### src/rtl/sync_fifo_if.sv
// Request/status bundle for sync_fifo: the master issues writes, reads and control pulses,
// and the slave (the FIFO) returns read data and status flags.
interface sync_fifo_if #(
  parameter int DATA_WIDTH = 16,
  parameter int ADDR_WIDTH = 4
);
  logic [DATA_WIDTH-1:0] wr_data;
  logic                  wr_en;
  logic                  rd_en;
  logic                  flush;
  logic                  clr_err;
  logic [DATA_WIDTH-1:0] rd_data;
  logic                  rd_valid;
  logic                  full;
  logic                  empty;
  logic                  almost_full;
  logic                  almost_empty;
  logic [ADDR_WIDTH:0]   level;
  logic                  overflow;
  logic                  underflow;

  modport master (
    output wr_data, wr_en, rd_en, flush, clr_err,
    input  rd_data, rd_valid, full, empty, almost_full, almost_empty, level, overflow, underflow
  );

  modport slave (
    input  wr_data, wr_en, rd_en, flush, clr_err,
    output rd_data, rd_valid, full, empty, almost_full, almost_empty, level, overflow, underflow
  );
endinterface

### src/rtl/sync_fifo.sv
// Single-clock FIFO with level-based full/empty, programmable almost flags, sticky error
// flags, synchronous flush, and a choice of registered or first-word fall-through reads.
module sync_fifo #(
  parameter int DATA_WIDTH = 16,
  parameter int ADDR_WIDTH = 4,
  parameter int FWFT       = 0,
  parameter int AF_THRESH  = 14,
  parameter int AE_THRESH  = 2
) (
  input  logic        clk,
  input  logic        rst_n,
  sync_fifo_if.slave  bus
);
  localparam int              DEPTH   = 2 ** ADDR_WIDTH;
  localparam int              LW      = ADDR_WIDTH + 1;
  localparam logic [LW-1:0]   DEPTH_L = LW'(DEPTH);
  localparam logic [LW-1:0]   AF_L    = LW'(AF_THRESH);
  localparam logic [LW-1:0]   AE_L    = LW'(AE_THRESH);

  logic [DATA_WIDTH-1:0] mem_q [DEPTH];
  logic [ADDR_WIDTH-1:0] wr_ptr_q, wr_ptr_d;
  logic [ADDR_WIDTH-1:0] rd_ptr_q, rd_ptr_d;
  logic [LW-1:0]         level_q, level_d;
  logic [DATA_WIDTH-1:0] rd_data_q, rd_data_d;
  logic                  rd_valid_q, rd_valid_d;
  logic                  full_q, empty_q, af_q, ae_q;
  logic                  overflow_q, overflow_d;
  logic                  underflow_q, underflow_d;
  logic                  wr_acc_s, rd_acc_s;

  // Acceptance, pointer/level next state and sticky error update
  always_comb begin
    wr_acc_s    = bus.wr_en & ~full_q  & ~bus.flush;
    rd_acc_s    = bus.rd_en & ~empty_q & ~bus.flush;
    wr_ptr_d    = wr_ptr_q;
    rd_ptr_d    = rd_ptr_q;
    level_d     = level_q;
    rd_data_d   = rd_data_q;
    rd_valid_d  = 1'b0;
    if (bus.flush) begin
      wr_ptr_d = {ADDR_WIDTH{1'b0}};
      rd_ptr_d = {ADDR_WIDTH{1'b0}};
      level_d  = {LW{1'b0}};
    end else begin
      if (wr_acc_s) begin
        wr_ptr_d = wr_ptr_q + ADDR_WIDTH'(1);
      end else begin
        wr_ptr_d = wr_ptr_q;
      end
      if (rd_acc_s) begin
        rd_ptr_d   = rd_ptr_q + ADDR_WIDTH'(1);
        rd_data_d  = mem_q[rd_ptr_q];
        rd_valid_d = 1'b1;
      end else begin
        rd_ptr_d   = rd_ptr_q;
      end
      case ({wr_acc_s, rd_acc_s})
        2'b10:   level_d = level_q + LW'(1);
        2'b01:   level_d = level_q - LW'(1);
        default: level_d = level_q;
      endcase
    end
    // A new error in the same cycle as clr_err keeps the flag set
    overflow_d  = (bus.wr_en & full_q  & ~bus.flush) | (overflow_q  & ~bus.clr_err);
    underflow_d = (bus.rd_en & empty_q & ~bus.flush) | (underflow_q & ~bus.clr_err);
  end

  // Control state, read port and status flags
  always_ff @(posedge clk or negedge rst_n) begin
    if (!rst_n) begin
      wr_ptr_q    <= {ADDR_WIDTH{1'b0}};
      rd_ptr_q    <= {ADDR_WIDTH{1'b0}};
      level_q     <= {LW{1'b0}};
      rd_data_q   <= {DATA_WIDTH{1'b0}};
      rd_valid_q  <= 1'b0;
      full_q      <= 1'b0;
      empty_q     <= 1'b1;
      af_q        <= 1'b0;
      ae_q        <= 1'b1;
      overflow_q  <= 1'b0;
      underflow_q <= 1'b0;
    end else begin
      wr_ptr_q    <= wr_ptr_d;
      rd_ptr_q    <= rd_ptr_d;
      level_q     <= level_d;
      rd_data_q   <= rd_data_d;
      rd_valid_q  <= rd_valid_d;
      full_q      <= (level_d == DEPTH_L);
      empty_q     <= (level_d == {LW{1'b0}});
      af_q        <= (level_d >= AF_L);
      ae_q        <= (level_d <= AE_L);
      overflow_q  <= overflow_d;
      underflow_q <= underflow_d;
    end
  end

  // Storage array; contents survive reset and flush
  always_ff @(posedge clk) begin
    if (wr_acc_s) begin
      mem_q[wr_ptr_q] <= bus.wr_data;
    end
  end

  // Fall-through mode shows the head word combinationally while not empty
  assign bus.rd_data      = (FWFT != 0) ? (empty_q ? {DATA_WIDTH{1'b0}} : mem_q[rd_ptr_q]) : rd_data_q;
  assign bus.rd_valid     = (FWFT != 0) ? ~empty_q : rd_valid_q;
  assign bus.full         = full_q;
  assign bus.empty        = empty_q;
  assign bus.almost_full  = af_q;
  assign bus.almost_empty = ae_q;
  assign bus.level        = level_q;
  assign bus.overflow     = overflow_q;
  assign bus.underflow    = underflow_q;
endmodule

### src/flat_wrapper.sv
// flat-port wrapper written by rule: the top's interface ports become plain ports
module sync_fifo_flat 
#(
  parameter int DATA_WIDTH = 16,
  parameter int ADDR_WIDTH = 4,
  parameter int FWFT       = 0,
  parameter int AF_THRESH  = 14,
  parameter int AE_THRESH  = 2
)
  (clk, rst_n, bus_wr_data, bus_wr_en, bus_rd_en, bus_flush, bus_clr_err, bus_rd_data, bus_rd_valid, bus_full, bus_empty, bus_almost_full, bus_almost_empty, bus_level, bus_overflow, bus_underflow);
  sync_fifo_if #(.DATA_WIDTH(DATA_WIDTH), .ADDR_WIDTH(ADDR_WIDTH)) bus_i ();
  input  logic clk;
  input  logic rst_n;
  input wire logic [$bits(bus_i.wr_data)-1:0] bus_wr_data;
  input wire logic [$bits(bus_i.wr_en)-1:0] bus_wr_en;
  input wire logic [$bits(bus_i.rd_en)-1:0] bus_rd_en;
  input wire logic [$bits(bus_i.flush)-1:0] bus_flush;
  input wire logic [$bits(bus_i.clr_err)-1:0] bus_clr_err;
  output wire logic [$bits(bus_i.rd_data)-1:0] bus_rd_data;
  output wire logic [$bits(bus_i.rd_valid)-1:0] bus_rd_valid;
  output wire logic [$bits(bus_i.full)-1:0] bus_full;
  output wire logic [$bits(bus_i.empty)-1:0] bus_empty;
  output wire logic [$bits(bus_i.almost_full)-1:0] bus_almost_full;
  output wire logic [$bits(bus_i.almost_empty)-1:0] bus_almost_empty;
  output wire logic [$bits(bus_i.level)-1:0] bus_level;
  output wire logic [$bits(bus_i.overflow)-1:0] bus_overflow;
  output wire logic [$bits(bus_i.underflow)-1:0] bus_underflow;
  assign bus_i.wr_data = bus_wr_data;
  assign bus_i.wr_en = bus_wr_en;
  assign bus_i.rd_en = bus_rd_en;
  assign bus_i.flush = bus_flush;
  assign bus_i.clr_err = bus_clr_err;
  assign bus_rd_data = bus_i.rd_data;
  assign bus_rd_valid = bus_i.rd_valid;
  assign bus_full = bus_i.full;
  assign bus_empty = bus_i.empty;
  assign bus_almost_full = bus_i.almost_full;
  assign bus_almost_empty = bus_i.almost_empty;
  assign bus_level = bus_i.level;
  assign bus_overflow = bus_i.overflow;
  assign bus_underflow = bus_i.underflow;
  sync_fifo #(.DATA_WIDTH(DATA_WIDTH), .ADDR_WIDTH(ADDR_WIDTH), .FWFT(FWFT), .AF_THRESH(AF_THRESH), .AE_THRESH(AE_THRESH)) u_core (.clk(clk), .rst_n(rst_n), .bus(bus_i));
endmodule
### config.mk
export PLATFORM = sky130hd
export DESIGN_NAME = sync_fifo_flat
export DESIGN_NICKNAME = d
export VERILOG_FILES = /design/src/rtl/sync_fifo_if.sv /design/src/rtl/sync_fifo.sv /design/src/flat_wrapper.sv
export SDC_FILE = /design/constraint.sdc
export NUM_CORES = 1
export LEC_CHECK = 0
export BUFFER_PORTS_ARGS = -buffer_cell sky130_fd_sc_hd__buf_2
export CAP_MARGIN = 30
export CORE_UTILIZATION = 35
export CTS_BUF_LIST = sky130_fd_sc_hd__clkbuf_8
export DETAILED_ROUTE_END_ITERATION = 16
export PLACE_DENSITY = 0.57
export SYNTH_ARGS = -nofsm -noshare
export SYNTH_HDL_FRONTEND = slang
export SYNTH_SLANG_ARGS = --single-unit
### constraint.sdc
create_clock -name clk -period 8.7 [get_ports clk]
set_clock_uncertainty 0.15 [all_clocks]
set_input_delay 1.74 -clock clk [delete_from_list [all_inputs] [get_ports clk]]
set_output_delay 1.74 -clock clk [all_outputs]
set_load 0.03 [all_outputs]
==> qor.json <==
{
  "critical_path": {
    "critical_path.endpoint": "u_core.bus.almost_empty$_DFF_PN1_",
    "regToRegSetupSlack_ns": 5.08,
    "crit_path_top_delay_cell": "a2111oi_2",
    "critical_path.endpoint_type": "flop",
    "path_cells": "buf_2 -> inv_1 -> nand3_1 -> buf_4 -> inv_1 -> ha_1 -> xor2_1 -> ha_1 -> or3b_1 -> a32oi_1 -> xor2_1 -> nor2_1 -> a2111oi_2",
    "worst-path-buf-inv": 4,
    "timing.critical_path.from": "bus_flush",
    "required_ns": 8.96,
    "critical-path-max-stage-delay_ns": 0.44,
    "r2r-end": "u_core.bus.almost_empty$_DFF_PN1_",
    "crit_path_max_fanout": 35,
    "worst-path-stages": 13,
    "reg2reg_depth": 12,
    "path_class": "in -> reg",
    "critical_path.top_delay_family": "buffers and inverters",
    "critical_path_arrival_ns": 4.97,
    "worst_r2r_startpoint": "u_core.bus.empty$_DFF_PN1_",
    "setup.worst_path.start_class": "primary input"
  },
  "layout": {
    "design_area_mm2": 0.0131,
    "areaGrowthSynthToFinish_pct": 15.2,
    "finalCoreUtilization": 0.413,
    "final_layout_size_suffix_gt1_frac": 0.335,
    "final_nets": 675,
    "stdcell_count": 1113,
    "n_antenna_cell": 0
  },
  "clocking": {
    "tritoncts": "built",
    "clk_path_buf_depth": 3,
    "worstSkewPairLatency_ns": 0.56,
    "cts.clk_slew.worst_paths_ns": 0.06,
    "numCtsBuffers": 46,
    "cts_hold_bufs": 0,
    "cts_resized": 0,
    "cts.sinks": 292,
    "cts_setup_buffers": 0,
    "cts_root_buf": "clkbuf_8",
    "h-tree-depth": 2
  },
  "power": {
    "total_switching_power_mw": 0.714,
    "power_per_cell_area_mw_per_mm2": 225,
    "static-leakage-power_nw": 4.40,
    "sw_frac_of_total": 0.242,
    "seq_power_share": 0.546,
    "vdd_drop_max_mv": 0.0798,
    "share_comb_of_total_power": 0.093,
    "clock_power_share": 0.361,
    "internal-power_mw": 2.24,
    "power_mw": 2.95
  },
  "timing": {
    "slew_viol_final": 0,
    "timing.setup.tns_ns": 0,
    "max_clock_freq_mhz": 212,
    "finalSetupViolCount": 0,
    "final-hold-violation-count": 0,
    "timing.final.crit_share": 0.541,
    "max_slew.worst_pin.slew_ns": 0.886,
    "grt_setup_unrepaired": "no",
    "slew_headroom": 0.409,
    "finalCriticalPeriod_ns": 4.71
  },
  "yosys": {
    "yosysTopAreaCellShare": 0.674,
    "yosys_register_bits": 292,
    "synthTopCellsByCount": "edfxtp_1 (256), mux4_2 (64), dfrtp_1 (34)",
    "synthMuxAreaShare": 0.159,
    "synth_adder_area_share": 0.00878,
    "syn-mean-instance-area_um2": 20.5,
    "prevailing_post_synth_register_cell": "edfxtp_1",
    "mappedNetlistArea_mm2": 0.0114,
    "yosysWarningCount": 0,
    "synth_cells": 556,
    "synth_top_family_by_area": "multiplexers",
    "synthXorXnorAreaFrac": 0.00768,
    "synth-edff-count": 256,
    "synthSimpleGateAreaFrac": 0.0324,
    "synthArstFlopShare": 0.123,
    "synth_compound_gate_area_share": 0.0234,
    "post-synth-top-count-cell": "edfxtp_1",
    "seq_area_frac_synth": 0.753,
    "synth.area.top_cells": "edfxtp_1 (67%), mux4_2 (13%), dfrtp_1 (7.5%)",
    "synth_cell_type_count": 37,
    "yosysTopAreaCell": "edfxtp_1",
    "synth_fp_nets": 586
  },
  "global_routing": {
    "via_count_of_the_first_global_routing_pass": 5990,
    "grt.total_usage": 0.155,
    "antenna_found_initial": 0,
    "grt-ovfl-total": 0,
    "global_route_wire_length_before_repair_um": 37700,
    "grt_start_max_net_pins": 46
  },
  "route": {
    "post_drt_wl_per_cell_um": 22.2,
    "finalWirelength_um": 24700,
    "residual_antenna_violating_net_count_after_detailed_routing": 0,
    "drt-pass1-iter-count": 4,
    "drt-initial-drc-count": 433,
    "ratio_of_routed_vias_to_standard_cells": 5.05,
    "detailroute.via_count": 5618,
    "route.detailed.drc": 0
  },
  "status": {
    "status": "finished clean"
  },
  "job": {
    "drv_cap": 0
  },
  "placement": {
    "dp_cells": 1032,
    "place.detailed.hpwl_um": 14400,
    "finalWeightedCongestion": 0.807,
    "place_area_mm2": 0.0123,
    "io_buffers": 49
  },
  "floorplanning": {
    "die_y_extent_um": 183,
    "start_util": 0.359,
    "rows": 65,
    "pin_count": 50,
    "die-area_mm2": 0.0333,
    "design.core.area_mm2": 0.0318,
    "dieWidth_um": 183
  },
  "worst_hold_path": {
    "worst_hold_startpoint": "u_core.bus.underflow$_DFF_PN0_",
    "hold_class": "reg -> reg"
  }
}
[worst reg2reg max path: cells and delay by family (launching register included)]
family          cells  cell delay (ns)
compound gates      2             0.67
flops               1             0.56
simple gates        3             0.56
buf+inv             3             0.55
fa+ha+maj           2             0.51
xor+xnor            2             0.48
[power by group through the flow]
stage	Sequential [mW]	Combinational [mW]	Clock (mW)
finish	1.61	0.274	1.07
global route	1.62	0.294	1.16
CTS	1.61	0.278	1.10
detailed placement	1.64	0.276	0
global placement	1.64	0.270	0
floorplan	1.68	0.132	0
[state kept, by name (all words and copies together), names as in the netlist]
signal / cells
u_core.mem_q: 256
u_core.bus.almost_full: 1
u_core.bus.rd_data: 16
u_core.bus.almost_empty: 1
u_core.bus.empty: 1
u_core.bus.underflow: 1
u_core.bus.rd_valid: 1
u_core.bus.level: 5
u_core.bus.full: 1
u_core.wr_ptr_q: 4
u_core.bus.overflow: 1
u_core.rd_ptr_q: 4
[layer usage]
metal / track usage / share of wire
met1: 0.208 / 0.42
met2: 0.255 / 0.49
met3: 0.0281 / 0.063
met4: 0.0477 / 0.021
met5: 0 / 0
[metrics by stage]
stage,hold WS [ns],setup slack (ns)
3_5_place_dp,0.346,3.47
6_report,0.357,3.99
5_1_grt,0.372,3.80
4_1_cts,0.360,4.04
3_3_place_gp,0.350,3.76
2_1_floorplan,0.430,4.00
[cell families after synthesis]
logic type / after synthesis
AO/OA/AOI/OAI: 30
XOR/XNOR: 10
adder cells (fa/ha/maj): 8
buffers and inverters: 39
flip-flops: 292
multiplexers: 99
AND/OR/NAND/NOR: 78
[cells in the final DEF, fill, tap and decap left out, drive strengths merged, types with 2 or more instances in the layout]
| cell type | n |
|---|---|
| dfstp | 2 |
| nand4 | 2 |
| inv | 28 |
| nor3 | 23 |
| mux2i | 19 |
| xor2 | 7 |
| clkbuf | 47 |
| nor2 | 27 |
| a32o | 2 |
| nand2 | 10 |
| nor3b | 2 |
| clkinv | 11 |
| bufinv | 2 |
| clkinvlp | 2 |
| nand3 | 3 |
| nand2b | 4 |
| ha | 8 |
| mux4 | 64 |
| o21ai | 2 |
| dfrtp | 34 |
| a21o | 3 |
| nor2b | 3 |
| mux2 | 16 |
| a21oi | 2 |
| a221o | 16 |
| buf | 71 |
| edfxtp | 256 |
| xnor2 | 3 |
[layout make-up]
cell class	count	area, um2
multi-input combinational	225	2690
clock buffer	47	647
clock inverter	34	191
fill	2774	18700
timing repair buffer	71	443
tap	435	544
inverter	9	33.8
sequential	292	8600
[how the worst min path moves through the flow]
stage | endpoint | slack (ns) | cells after the start
after detailed placement | u_core.bus.underflow$_DFF_PN0_ | 0.35 | 1
after global routing | u_core.bus.underflow$_DFF_PN0_ | 0.37 | 1
after floorplan | u_core.wr_ptr_q[0]$_DFFE_PN0P_ | 0.43 | 2
after CTS | u_core.bus.underflow$_DFF_PN0_ | 0.36 | 1
final | u_core.bus.underflow$_DFF_PN0_ | 0.36 | 1
after global placement | u_core.bus.rd_data[10]$_DFFE_PN0P_ | 0.35 | 1
(Power assumes the default switching activity.)
